## config.mk

```make
export PLATFORM = sky130hd
export DESIGN_NAME = hex_rate_counter
export DESIGN_NICKNAME = d
export VERILOG_FILES = /design/src/rtl/hex_counter_pkg.sv /design/src/rtl/rate_divider.sv /design/src/rtl/hex_rate_counter.sv
export SDC_FILE = /design/constraint.sdc
export NUM_CORES = 1
export LEC_CHECK = 0
export ABC_CLOCK_PERIOD_IN_PS = 4300
export BUFFER_PORTS_ARGS = -buffer_cell sky130_fd_sc_hd__buf_4
export CAP_MARGIN = 15
export CORE_ASPECT_RATIO = 0.7
export CORE_MARGIN = 2
export CORE_UTILIZATION = 51
export CTS_CLUSTER_SIZE = 10
export DETAILED_ROUTE_END_ITERATION = 7
export PLACE_DENSITY = 0.72
export SYNTH_ARGS = -nofsm -noshare
export SYNTH_HDL_FRONTEND = slang
export SYNTH_SLANG_ARGS = --single-unit
```

## constraint.sdc

```tcl
create_clock -name clk -period 4.3 [get_ports clk]
set_input_delay 1.075 -clock clk [delete_from_list [all_inputs] [get_ports clk]]
set_output_delay 1.075 -clock clk [all_outputs]
set_load 0.01 [all_outputs]
```

## src/rtl/hex_counter_pkg.sv

```systemverilog
// Shared types and helpers for the paced hex counter: speed-select encoding,
// divider period per speed, and the nibble width.
package hex_counter_pkg;

   localparam int unsigned NIBBLE_W = 4;

   typedef enum logic [1:0] {
      SPD_FAST = 2'b00,
      SPD_1X   = 2'b01,
      SPD_2X   = 2'b10,
      SPD_4X   = 2'b11
   } speed_e;

   // Step period in clock cycles for a given speed select.
   function automatic int unsigned period(input speed_e speed, input int unsigned clk_hz);
      case (speed)
         SPD_FAST: period = 1;
         SPD_1X:   period = clk_hz;
         SPD_2X:   period = 2 * clk_hz;
         default:  period = 4 * clk_hz;
      endcase
   endfunction

endpackage

```

## src/rtl/rate_divider.sv

```systemverilog
// Programmable rate divider: down-counts the selected period and raises a
// combinational step strobe when an enabled edge finds the counter at zero.
module rate_divider
   import hex_counter_pkg::*;
#(
   parameter int unsigned CLK_HZ = 50_000_000
) (
   input  logic       clk,
   input  logic       reset,
   input  logic       enable,
   input  logic       load,
   input  logic [1:0] speed,
   output logic       step_c
);

   localparam int unsigned DIV_W = $clog2(4 * CLK_HZ);

   logic [DIV_W-1:0] div_q, div_d, reload;
   speed_e           speed_q, speed_d, speed_in;

   assign speed_in = speed_e'(speed);

   // Load and speed change both restart a full period; otherwise count down.
   always_comb begin
      reload  = DIV_W'(period(speed_in, CLK_HZ) - 1);
      div_d   = div_q;
      speed_d = speed_in;
      step_c  = 1'b0;
      if (load) begin
         div_d = reload;
      end else if (speed_in != speed_q) begin
         div_d = reload;
      end else if (enable) begin
         if (div_q == '0) begin
            step_c = 1'b1;
            div_d  = reload;
         end else begin
            div_d = div_q - DIV_W'(1);
         end
      end
   end

   always_ff @(posedge clk or posedge reset) begin
      if (reset) begin
         div_q   <= '0;
         speed_q <= SPD_FAST;
      end else begin
         div_q   <= div_d;
         speed_q <= speed_d;
      end
   end

endmodule

```

## src/rtl/hex_rate_counter.sv

```systemverilog
// Paced 4-bit hex counter feeding a 7-segment decoder digit.
// Define HEX_RATE_COUNTER_UPDOWN_EN to add the `up` direction input.
module hex_rate_counter
   import hex_counter_pkg::*;
#(
   parameter int unsigned CLK_HZ = 50_000_000
) (
   input  logic                clk,
   input  logic                reset,
   input  logic                enable,
   input  logic [1:0]          speed,
   input  logic                load,
   input  logic [NIBBLE_W-1:0] load_value,
`ifdef HEX_RATE_COUNTER_UPDOWN_EN
   input  logic                up,
`endif
   output logic [NIBBLE_W-1:0] value,
   output logic                tick,
   output logic                wrap
);

   logic                step_c;
   logic                count_up_c;
   logic [NIBBLE_W-1:0] value_q, value_d;
   logic                tick_q, tick_d;
   logic                wrap_q, wrap_d;

   rate_divider #(
      .CLK_HZ (CLK_HZ)
   ) u_rate_divider (
      .clk    (clk),
      .reset  (reset),
      .enable (enable),
      .load   (load),
      .speed  (speed),
      .step_c (step_c)
   );

`ifdef HEX_RATE_COUNTER_UPDOWN_EN
   assign count_up_c = up;
`else
   assign count_up_c = 1'b1;
`endif

   // Load overrides a due step; the divider never strobes on a load edge.
   always_comb begin
      value_d = value_q;
      tick_d  = 1'b0;
      wrap_d  = 1'b0;
      if (load) begin
         value_d = load_value;
      end else if (step_c) begin
         tick_d = 1'b1;
         if (count_up_c) begin
            value_d = value_q + NIBBLE_W'(1);
            wrap_d  = (value_q == '1);
         end else begin
            value_d = value_q - NIBBLE_W'(1);
            wrap_d  = (value_q == '0);
         end
      end
   end

   always_ff @(posedge clk or posedge reset) begin
      if (reset) begin
         value_q <= '0;
         tick_q  <= 1'b0;
         wrap_q  <= 1'b0;
      end else begin
         value_q <= value_d;
         tick_q  <= tick_d;
         wrap_q  <= wrap_d;
      end
   end

   assign value = value_q;
   assign tick  = tick_q;
   assign wrap  = wrap_q;

endmodule
```

# After elaboration in Yosys (flattened, before gate mapping)
# Index checks and enable logic that the tools add are counted.
# classes
addsub	3
muxes	15
n_reduce_logical	4
eq_ne	4
# op_table
cell	n
28-bit 2-to-1 mux	4
28-bit one-hot mux with 3 select lines	1
28-bit by 1-bit subtractor with 28-bit output (second input constant)	2
28-bit logical NOT	1
1-bit 2-to-1 mux	8
4-bit 2-to-1 mux	2
4-bit by 1-bit adder with 4-bit output (second input constant)	1
4-bit equality test (second input constant)	1
3-bit nonzero test	1
2-bit by 1-bit equality test with 1-bit output (second input constant)	1
2-bit equality test (second input constant)	1
2-bit logical NOT	1
2-bit != test	1
2-bit nonzero test	1
# totals
word_cells	31
out_inout_bits	6
register_bits	36
in_bits	10

# Depth between registers and ports, before layout
# Gate-level depths: netlist (run 1).
# logic_depth
word_depth	7
depth_mapped	9
ltp_nobuf	7

# Hierarchy
# From an unflattened synthesis (run 1), not the netlist that was laid out.
# unflattened
hier_cells	252
hier_area_um2	2301.0
# modules_own_cells
mod	cells_each	area_each_um2	n_inst	seq_area_each_um2
rate_divider	229	2033.2	1	750.7
hex_rate_counter	23	267.8	1	150.1

# Worst setup path after synthesis (run 1)
# OpenSTA, ideal clock, no wires.
# synth_path
path_type	input to register
startpoint	input port speed[1]
endpoint	register u_rate_divider.div_q[12]
n_path_buf	2
slack_ns	1.530
arrival_ns	2.632
required_time_ns	4.162
cell_stages	7
setup_ns	0.138
path_cell_list	xor2_1 > or3_1 > a21oi_1 > clkbuf_1 > buf_2 > mux2i_1 > o22ai_1
# synth_between
elab_chain_cells	7
elab_cells_between_ends	11
classes_between	1 x add/sub; 3 x eq/ne; 5 x mux; 2 x reduce/logical
# synth_rtl
item	line	source
from (decl)	hex_rate_counter.sv:11	input logic [1:0] speed,
2-bit equality test (tied with other cells)	hex_counter_pkg.sv:16	case (speed)
28-bit one-hot mux with 3 select lines	hex_counter_pkg.sv:16	
28-bit by 1-bit subtractor with 28-bit output	rate_divider.sv:25	reload = DIV_W'(period(speed_in, CLK_HZ) - 1);
28-bit 2-to-1 mux	rate_divider.sv:34	if (div_q == '0) begin
28-bit 2-to-1 mux	rate_divider.sv:33	end else if (enable) begin
28-bit 2-to-1 mux	rate_divider.sv:31	end else if (speed_in != speed_q) begin
28-bit 2-to-1 mux	rate_divider.sv:29	if (load) begin
to (signal assigned)	rate_divider.sv:48	div_q <= div_d;
to (decl)	rate_divider.sv:18	logic [DIV_W-1:0] div_q, div_d, reload;
# Parallel ways exist; a longest one is shown, timed or not. The select of a mux whose other input is x is not followed.
# A chain may end at the register's enable or synchronous reset.

# Final worst setup path (run 1)
# layout_path
startpoint	input port speed[1]
endpoint	register u_rate_divider.div_q[23]
# Same word-level chain as after synthesis.

==> results of run 1 <==
==> final timing paths <==
| kind | cells past startpoint | startpoint | slack, ns | end |
|---|---|---|---|---|
| min in group asynchronous | 3 | reset | 0.87 | value[2] |
| max in group asynchronous | 3 | reset | 3.10 | u_rate_divider.div_q[10] |
| hold / removal | 1 | u_rate_divider.div_q[9] | 0.52 | u_rate_divider.div_q[9] |
| setup / recovery | 7 | speed[1] | 1.25 | u_rate_divider.div_q[23] |
| hold reg to reg | 1 | u_rate_divider.div_q[9] | 0.52 | u_rate_divider.div_q[9] |
| setup reg to reg | 6 | u_rate_divider.div_q[17] | 1.43 | u_rate_divider.div_q[8] |
==> placed cells by master, fill, tap and decap left out, drive strengths merged, types with 4 or more instances in the layout <==
cell     n
or2      4
ha       8
nand3   16
nor4    15
clkbuf   5
nand2   13
o21ai   14
nand4    9
dfrtp   36
a211o    5
inv     10
a21oi   12
nor3    18
buf     20
or3      7
o211ai   5
or4     11
nor2    15
o311ai   7
mux2i    5
==> registers in the layout, indices dropped and copies added, names as in the netlist <==
signal and count:
u_rate_divider.speed_q 2, value 4, tick 1, wrap 1, u_rate_divider.div_q 28
==> metrics by stage <==
| step | utilization | setup slack [ns] |
|---|---|---|
| after floorplan | - | 1.53 |
| after global placement | 0.574 | 1.10 |
| after detailed placement | 0.574 | 1.02 |
| after CTS | 0.599 | 1.28 |
| after global routing | 0.599 | 1.12 |
| final | 0.599 | 1.25 |
==> cell type report <==
class | instances | area, um^2 | area share
Multi-Input combinational cell | 208 | 1400 | 0.524
Sequential cell | 36 | 901 | 0.338
Timing Repair Buffer | 20 | 150 | 0.0563
Clock buffer | 5 | 68.8 | 0.0258
Tap cell | 55 | 68.8 | 0.0258
Clock inverter | 3 | 42.5 | 0.0160
Inverter | 10 | 37.5 | 0.0141
==> power breakdown <==
part | switching (W) | total, W | internal, W
Sequential | 0.0000541 | 0.000426 | 0.000372
Clock | 0.000134 | 0.000305 | 0.000172
Combinational | 0.0000933 | 0.000160 | 0.0000667
==> layer usage <==
metal | vias up | part of all wire | wire length, um | GRT usage
met1 | 1145 | 0.46 | 3170 | 0.420
li1 | 1077 | - | - | -
met2 | 148 | 0.40 | 2730 | 0.357
met4 | 0 | 0.019 | 129 | 0.0915
met5 | - | 0 | 0 | 0
met3 | 22 | 0.12 | 846 | 0.0938
==> worst register-to-register path: stages, from the launching register on <==
cell     delay [ns]
dfrtp_1        0.44
nor4_2         0.59
nand4_1        0.51
o21ai_1        0.55
buf_4          0.27
nor4_1         0.07
a311o_1        0.32
==> cells by family (layout without fill, tap and decap cells) <==
kind of cell / after synthesis / after routing / share of synthesized area
adder cells (fa/ha/maj): 8 / 8 / 0.0413
AND/OR/NAND/NOR: 121 / 121 / 0.293
flip-flops: 36 / 36 / 0.372
XOR/XNOR: 5 / 5 / 0.0181
buffers and inverters: 27 / 38 / 0.0506
AO/OA/AOI/OAI: 68 / 68 / 0.199
multiplexers: 6 / 6 / 0.0253
==> impl_metrics.py, run 1 <==
metrics = {
    "synthesis": {
        "synthTopCellsByArea": "dfrtp_1, ha_1, nor3_1",
        "yosysTopAreaCellShare": 0.372,
        "synthTopCellsByCount": "dfrtp_1, nor3_1, nand3_1",
        "synth_seq_cells": 36,
        "yosys_warnings": 0,
        "synth-seq-area-share": 0.372,
        "syn_inst": 271,
        "yosysTopAreaCell": "dfrtp_1",
        "synth_ff_type": "dfrtp_1",
        "synth_cell_types": 54,
        "synth_edf_count": 0,
        "synth_most_common_cell": "dfrtp_1",
        "async_flop_share": 1.00,
        "netlist_area_mm2": 0.00242,
        "synth_nets": 289,
        "avgSynthCellArea_um2": 8.93,
    },
    "place": {
        "port_buffers": 15,
        "placedCellCount": 329,
        "place_hpwl_mm": 4.92,
        "place.gp.congestion": 0.990,
        "post_dp_cell_area_mm2": 0.00255,
    },
    "power": {
        "ir_worst_vdd_v": 0.000255,
        "power_density_mw_per_mm2": 335,
        "leakage_nw": 1.02,
        "total_power_w": 0.000892,
    },
    "sta": {
        "hold-worst-slack_ns": 0.516,
        "maxSlewHeadroom": 0.512,
        "fin_setup_tns_ns": 0,
        "finalCritPeriodShare": 0.709,
        "timing.fmax_ghz": 0.328,
        "tightest_slew_ns": 0.722,
        "setup_viol": 0,
        "finalHoldViolCount": 0,
        "slew_viol_final": 0,
        "fin_crit_ns": 3.05,
        "clock_skew_ns": 0.00557,
        "grt_setup_unrepaired": "false",
    },
    "layout": {
        "diodes": 0,
        "stdcell_count": 337,
        "drive_gt1_frac": 0.138,
        "fin_area_mm2": 0.00267,
        "fill_cells": 390,
        "nets": 299,
        "synthToLayoutAreaGrowth_pct": 10.1,
    },
    "cts": {
        "post_cts_buffers": 0,
        "clk_pin_slew_ns": 0.08,
        "cts_sinks": 36,
        "ctsHoldBuffers": 0,
        "htree_levels": 2,
        "cts_root_buf": "clkbuf_8",
        "cts_buffers": 5,
        "clk_latency_ns": 0.30,
        "tritoncts": "built",
        "ctsResizeCount": 0,
        "cts.path.max_buffers": 2,
    },
    "floorplanning": {
        "fp.dieArea_mm2": 0.00532,
        "fp.dieW_um": 86.4,
        "dieHeight_um": 61.6,
        "core_area_mm2": 0.00445,
        "start_util": 0.544,
        "rows": 20,
        "io_pins": 16,
    },
    "critical_path": {
        "crit_type": "in2reg",
        "crit_path_start_kind": "input port",
        "cpPeakStageDelay_ns": 0.58,
        "crit_buf_inv": 2,
        "critPathArrivalTime_ns": 3.21,
        "crit_chain": "buf_4, xor2_1, or3_1, a21oi_1, buf_4, or3_1, o311ai_0",
        "crit_family": "simple AND/OR/NAND/NOR gates",
        "crit_slowest_cell": "or3_1",
        "cp.required_ns": 4.46,
        "cp_max_fo": 17,
        "cp-end-kind": "flip-flop",
    },
    "global_route": {
        "grtUsageTotal": 0.275,
        "grt_pass1_wl_mm": 10.9,
        "antenna_found_initial": 0,
        "grt_max_degree": 37,
        "grt-ovfl-total": 0,
        "grt_pass1_vias": 2057,
    },
    "detailed_routing": {
        "drt_wl_total_mm": 6.88,
        "drt-initial-drc-count": 322,
        "vias": 2392,
        "drt-pass1-iter-count": 5,
        "via_per_inst": 7.10,
        "ant_nets": 0,
        "drc_errors": 0,
        "wl_per_cell_um": 20.4,
    },
    "worst_hold_path": {
        "hold_class": "reg2reg",
    },
    "job": {
        "cap_violations": 0,
    },
    "run_status": {
        "status": "completed",
    },
}
Note: power is estimated with default switching activity, not from simulation.
==> run 2: changes to the inputs <==
--- a/config.mk
+++ b/config.mk
@@ -5,7 +5,8 @@
 export SDC_FILE = /design/constraint.sdc
 export NUM_CORES = 1
 export LEC_CHECK = 0
-export ABC_CLOCK_PERIOD_IN_PS = 4300
+export ABC_AREA = 1
+export ABC_CLOCK_PERIOD_IN_PS = 2700
 export BUFFER_PORTS_ARGS = -buffer_cell sky130_fd_sc_hd__buf_4
 export CAP_MARGIN = 15
 export CORE_ASPECT_RATIO = 0.7
@@ -13,7 +14,7 @@
 export CORE_UTILIZATION = 51
 export CTS_CLUSTER_SIZE = 10
 export DETAILED_ROUTE_END_ITERATION = 7
-export PLACE_DENSITY = 0.72
+export PLACE_DENSITY = 0.74
 export SYNTH_ARGS = -nofsm -noshare
 export SYNTH_HDL_FRONTEND = slang
 export SYNTH_SLANG_ARGS = --single-unit
==> constraint.sdc (replaced) <==
create_clock -name clk -period 2.7 [get_ports clk]
set_input_delay 0.675 -clock clk [delete_from_list [all_inputs] [get_ports clk]]
set_output_delay 0.675 -clock clk [all_outputs]
set_load 0.01 [all_outputs]
==> run 2 against run 1 <==
Sequential share of layout area is 2.0 points lower. Utilization decreased by 0.52 points. Clock skew increased by 0.0017 ns. Largest cell class unchanged.
==> impl_metrics.py, run 2 <==
metrics = {
    "critical_path": {
        "crit_slowest_cell": "dfrtp_1",
        "crit_family": "simple AND/OR/NAND/NOR gates",
        "crit_buf_inv": 1,
        "crit_path_frequent_cell": "nand2_1",
        "cp-end-kind": "flip-flop",
        "cpPeakStageDelay_ns": 0.38,
        "crit_path_start_kind": "flip-flop",
        "cp.required_ns": 2.93,
        "crit_chain": "inv_1, ha_1, nand2_1, nor2_1, nand4_4, nand2_4, nand2_1, nand2_1, a21oi_1, nor2_1",
        "cp_max_fo": 15,
        "critPathArrivalTime_ns": 2.27,
        "crit_type": "reg2reg",
    },
    "sta": {
        "tightest_slew_ns": 0.485,
        "clock_skew_ns": 0.00728,
        "hold-worst-slack_ns": 0.486,
        "slew_viol_final": 0,
        "setup_viol": 0,
        "fin_setup_tns_ns": 0,
        "fin_crit_ns": 2.04,
        "grt_setup_unrepaired": "false",
        "maxSlewHeadroom": 0.677,
        "finalCritPeriodShare": 0.757,
        "timing.fmax_ghz": 0.489,
        "finalHoldViolCount": 0,
    },
    "synthesis": {
        "synth_cell_types": 31,
        "synth_nets": 401,
        "netlist_area_mm2": 0.00255,
        "yosysTopAreaCellShare": 0.354,
        "synth_ff_type": "dfrtp_1",
        "syn_inst": 383,
        "synth_most_common_cell": "nand2_1",
        "synth-seq-area-share": 0.354,
        "synth_seq_cells": 36,
        "synthTopCellsByCount": "nand2_1, nor2_1, inv_1",
        "async_flop_share": 1.00,
        "synth_edf_count": 0,
        "yosys_warnings": 0,
        "avgSynthCellArea_um2": 6.65,
        "yosysTopAreaCell": "dfrtp_1",
        "synthTopCellsByArea": "dfrtp_1, nand2_1, nor2_1",
    },
    "floorplanning": {
        "dieHeight_um": 63.1,
        "rows": 21,
        "fp.dieArea_mm2": 0.00559,
        "start_util": 0.533,
        "io_pins": 16,
        "core_area_mm2": 0.00478,
        "fp.dieW_um": 88.5,
    },
    "power": {
        "p_comb_frac": 0.229,
        "sequentialPowerShare": 0.480,
        "ir_worst_vdd_v": 0.000264,
        "leakage_nw": 1.39,
        "clockPowerShare": 0.291,
        "power_density_mw_per_mm2": 497,
        "p_int_w": 0.000925,
        "sw_frac_of_total": 0.344,
        "switchingPower_w": 0.000486,
    },
    "layout": {
        "regMostFlops": "u_rate_divider.div_q",
        "synthToLayoutAreaGrowth_pct": 11.4,
        "fill_cells": 478,
        "largest_reg_flops": 28,
        "final_common_cell": "nand2_1",
        "stdcell_count": 473,
        "final_cell_mix": "nand2_1, nor2_1, inv_1",
        "drive_gt1_frac": 0.106,
        "nets": 421,
        "diodes": 0,
        "utilization": 0.593,
    },
    "cts": {
        "cts_sinks": 36,
        "tritoncts": "built",
        "ctsHoldBuffers": 0,
        "cts_root_buf": "clkbuf_8",
        "cts.path.max_buffers": 2,
        "post_cts_buffers": 0,
        "clk_latency_ns": 0.30,
        "cts_buffers": 5,
        "htree_levels": 2,
        "clk_pin_slew_ns": 0.08,
        "ctsResizeCount": 0,
    },
    "detailed_routing": {
        "vias": 2451,
        "drt_wl_total_mm": 6.51,
        "ant_nets": 0,
        "drt-pass1-iter-count": 4,
        "drc_errors": 0,
        "via_per_inst": 5.18,
        "drt-initial-drc-count": 183,
        "wl_per_cell_um": 13.8,
    },
    "place": {
        "placedCellCount": 465,
        "place.gp.congestion": 0.915,
        "place_hpwl_mm": 5.05,
        "port_buffers": 15,
    },
    "run_status": {
        "status": "completed",
    },
    "global_route": {
        "grt-ovfl-total": 0,
        "grt_util_met2": 0.370,
        "use_met1": 0.410,
        "met3_usage": 0.0511,
        "grtUsageTotal": 0.263,
        "grt_pass1_wl_mm": 11.3,
        "grt_max_degree": 37,
        "antenna_found_initial": 0,
        "top_usage_layer": "met1",
        "grt_pass1_vias": 2319,
    },
    "job": {
        "cap_violations": 0,
    },
    "worst_hold_path": {
        "hold_class": "in2async",
    },
}
run 2: cell count changes after synthesis, sizes merged, moves of 5 or more:
cell	before	now
xnor2	2	9
o311ai	7	0
nor4	15	0
mux2i	5	0
inv	10	38
nor2	15	83
or4	11	0
nand2	13	122
a211o	5	0
or3	7	0
clkbuf	12	3
o21ai	14	25
nor3	18	4
run 2: final timing paths:
check / startpoint / endpoint / slack, ns / depth (start not counted)
max: u_rate_divider.div_q[0] / u_rate_divider.div_q[3] / 0.66 / 10
min: reset / u_rate_divider.div_q[25] / 0.49 / 3
max reg2reg: u_rate_divider.div_q[0] / u_rate_divider.div_q[3] / 0.66 / 10
min reg2reg: u_rate_divider.div_q[0] / u_rate_divider.div_q[0] / 0.51 / 2
max in group asynchronous: reset / u_rate_divider.div_q[4] / 1.87 / 3
min in group clk: u_rate_divider.div_q[0] / u_rate_divider.div_q[0] / 0.51 / 2
run 2: logic make-up (layout without fill, tap and decap cells):
kind of cell / after synthesis / after routing / synth area share
and+or+nand+nor: 240 / 240 / 0.401
buffers and inverters: 44 / 65 / 0.0688
AOI/OAI and AO/OA: 39 / 39 / 0.0820
DFF: 36 / 36 / 0.354
xor gates and xnor gates: 16 / 16 / 0.0550
adders and majority gates: 8 / 8 / 0.0393
run 2: tightest hold or removal path, delay by kind of cell:
family	cells	cell delay [ns]
buf+inv	3	0.56
run 2: layer usage:
layer | wire (um) | up-vias
met3 | 286 | 6
met5 | 0 | -
met4 | 56 | 0
met2 | 2770 | 58
li1 | - | 1245
met1 | 3400 | 1142
run 2: power by group through the flow:
stage / registers [W] / clock network (W) / logic [W]
floorplan: 0.000664 / 0 / 0.000234
finish: 0.000677 / 0.000411 / 0.000323
CTS: 0.000673 / 0.000421 / 0.000322
global placement: 0.000682 / 0 / 0.000311
detailed placement: 0.000683 / 0 / 0.000320
global route: 0.000684 / 0.000441 / 0.000373
run 2: area by class of cell:
class / count / area (um^2) / area share
clock buffer: 7 / 86.3 / 0.0304
clock inverter: 1 / 7.51 / 0.00265
inverter: 38 / 143 / 0.0503
multi-input combinational: 303 / 1470 / 0.519
sequential: 36 / 901 / 0.317
tap: 69 / 86.3 / 0.0304
timing repair buffer: 19 / 143 / 0.0503
run 2: per-stage QoR:
step                      instance area [um^2]  setup WS, ns  power [W]
after detailed placement                  2740         0.400    0.00100
after global routing                      2840         0.527    0.00150
final                                     2840         0.656    0.00141
after global placement                    2740         0.486   0.000993
after CTS                                 2840         0.677    0.00142
after floorplan                           2550         0.896   0.000897
==> run 3: changes to the inputs <==
--- a/config.mk
+++ b/config.mk
@@ -6,7 +6,7 @@
 export NUM_CORES = 1
 export LEC_CHECK = 0
 export ABC_AREA = 1
-export ABC_CLOCK_PERIOD_IN_PS = 2700
+export ABC_CLOCK_PERIOD_IN_PS = 1950
 export BUFFER_PORTS_ARGS = -buffer_cell sky130_fd_sc_hd__buf_4
 export CAP_MARGIN = 15
 export CORE_ASPECT_RATIO = 0.7
@@ -14,7 +14,7 @@
 export CORE_UTILIZATION = 51
 export CTS_CLUSTER_SIZE = 10
 export DETAILED_ROUTE_END_ITERATION = 7
-export PLACE_DENSITY = 0.74
+export PLACE_DENSITY = 0.72
 export SYNTH_ARGS = -nofsm -noshare
 export SYNTH_HDL_FRONTEND = slang
 export SYNTH_SLANG_ARGS = --single-unit
==> constraint.sdc (replaced) <==
create_clock -name clk -period 1.95 [get_ports clk]
set_input_delay 0.4875 -clock clk [delete_from_list [all_inputs] [get_ports clk]]
set_output_delay 0.4875 -clock clk [all_outputs]
set_load 0.01 [all_outputs]
==> run 3 against run 2 <==
Sequential share of layout area down 1.3 points. First-iteration DRC count up 11%. Flip-flop and latch count unchanged. Non-clock buffer count up 10. Clock-buffer cell count down 1.
==> impl_metrics.py, run 3 (synthesis results as in run 2) <==
metrics = {
    "run_status": {
        "status": "completed",
    },
    "detailed_routing": {
        "drt-initial-drc-count": 204,
        "drc_errors": 0,
        "via_per_inst": 5.19,
        "wl_per_cell_um": 13.7,
        "ant_nets": 0,
        "vias": 2506,
        "drt-pass1-iter-count": 5,
        "drt_wl_total_mm": 6.60,
    },
    "floorplanning": {
        "dieHeight_um": 63.1,
        "fp.dieArea_mm2": 0.00559,
        "fp.dieW_um": 88.5,
        "core_area_mm2": 0.00478,
        "io_pins": 16,
        "start_util": 0.533,
        "rows": 21,
    },
    "power": {
        "ir_worst_vdd_v": 0.000429,
        "leakage_nw": 1.48,
        "power_density_mw_per_mm2": 699,
    },
    "layout": {
        "fill_cells": 462,
        "final_cell_mix": "nand2_1, nor2_1, inv_1",
        "final_common_cell": "nand2_1",
        "diodes": 0,
        "regMostFlops": "u_rate_divider.div_q",
        "multi_input_area_mm2": 0.00149,
        "regArea_um2": 901,
        "fin_area_mm2": 0.00296,
        "synthToLayoutAreaGrowth_pct": 16.2,
        "drive_gt1_frac": 0.133,
        "largest_reg_flops": 28,
        "nets": 431,
    },
    "cts": {
        "ctsHoldBuffers": 0,
        "clk_latency_ns": 0.29,
        "cts_root_buf": "clkbuf_8",
        "cts_buffers": 5,
        "cts_sinks": 36,
        "cts.path.max_buffers": 2,
        "clk_pin_slew_ns": 0.08,
        "tritoncts": "built",
        "htree_levels": 2,
    },
    "place": {
        "port_buffers": 15,
        "place.gp.congestion": 0.934,
        "post_dp_cell_area_mm2": 0.00283,
        "place_hpwl_mm": 5.01,
    },
    "sta": {
        "fin_crit_ns": 1.78,
        "maxSlewHeadroom": 0.679,
        "fin_setup_tns_ns": 0,
        "timing.fmax_ghz": 0.562,
        "grt_setup_unrepaired": "false",
        "setup_viol": 0,
        "clock_skew_ns": 0.00899,
        "slew_viol_final": 0,
        "finalCritPeriodShare": 0.913,
        "tightest_slew_ns": 0.481,
        "finalHoldViolCount": 0,
    },
    "critical_path": {
        "crit_path_start_kind": "flip-flop",
        "critPathArrivalTime_ns": 1.96,
        "crit_type": "reg2reg",
        "worstReg2RegStart": "u_rate_divider.div_q[0]",
        "cp_max_fo": 15,
        "startpoint": "u_rate_divider.div_q[0]",
        "cp-end-kind": "flip-flop",
        "cp.required_ns": 2.13,
    },
    "global_route": {
        "grt_pass1_wl_mm": 11.4,
        "grt-ovfl-total": 0,
        "antenna_found_initial": 0,
        "grtUsageTotal": 0.262,
        "grt_max_degree": 37,
        "grt_pass1_vias": 2324,
    },
    "job": {
        "cap_violations": 0,
    },
    "worst_hold_path": {
        "hold_class": "in2async",
    },
}
run 3: cell count changes in the layout (fill, tap and decap cells not counted), sizes merged:
cell and delta:
buf +10, bufinv +1, clkbuf -1, clkinv +1
clkinvlp -1
run 3: path summary, 6_finish.rpt:
| check | endpoint | slack [ns] | cells past startpoint |
|---|---|---|---|
| setup / recovery | u_rate_divider.div_q[11] | 0.17 | 9 |
| hold / removal | u_rate_divider.div_q[21] | 0.31 | 3 |
| setup reg to reg | u_rate_divider.div_q[11] | 0.17 | 9 |
| hold reg to reg | u_rate_divider.div_q[0] | 0.53 | 2 |
| max in group asynchronous | u_rate_divider.div_q[26] | 1.30 | 3 |
| min in group clk | u_rate_divider.speed_q[1] | 0.34 | 1 |
run 3: stage by stage:
| stage | util | std cells | power (W) | setup WS [ns] | hold slack, ns |
|---|---|---|---|---|---|
| 3_3_place_gp | 0.592 | 475 | 0.00140 | 0.129 | 0.498 |
| 3_5_place_dp | 0.592 | 475 | 0.00141 | 0.143 | 0.511 |
| 2_1_floorplan | - | 383 | 0.00124 | 0.333 | 0.481 |
| 5_1_grt | 0.619 | 483 | 0.00221 | 0.0450 | 0.340 |
| 4_1_cts | 0.615 | 483 | 0.00207 | 0.124 | 0.325 |
| 6_report | 0.619 | 483 | 0.00207 | 0.170 | 0.311 |
run 3: where the power goes:
group / internal (W) / switching (W) / leakage (nW)
combinational: 0.000185 / 0.000295 / 0.996
sequential: 0.000828 / 0.000104 / 0.428
clock: 0.000380 / 0.000279 / 0.0552
total: 0.00139 / 0.000677 / 1.48
run 3: cell type report:
cell class,count,area share
multi-input combinational,303,0.504
sequential,36,0.304
timing repair buffer,29,0.0778
inverter,38,0.0482
tap,69,0.0292
clock buffer,6,0.0245
clock inverter,2,0.0118
run 3: what timing repair did:
item                       CTS  global route
setup endpoints to repair    0             5
resized for setup            0             4
setup buffers                0             0
run 3: per-layer routing:
| metal | vias up | GRT usage | share of wire |
|---|---|---|---|
| met5 | - | 0 | 0 |
| met1 | 1146 | 0.423 | 0.49 |
| met2 | 93 | 0.354 | 0.41 |
| met4 | 0 | 0.0701 | 0.0089 |
| li1 | 1260 | - | - |
| met3 | 7 | 0.0472 | 0.084 |
run 3: worst max-delay path, cell delays in order, from the launching register on:
cell and delay (ns):
dfrtp_1 0.38, inv_1 0.12, ha_1 0.19, nand2_1 0.06
nor2_1 0.19, nand4_4 0.16, nand2_8 0.15, inv_2 0.12
nor2_1 0.20, nor3_1 0.08
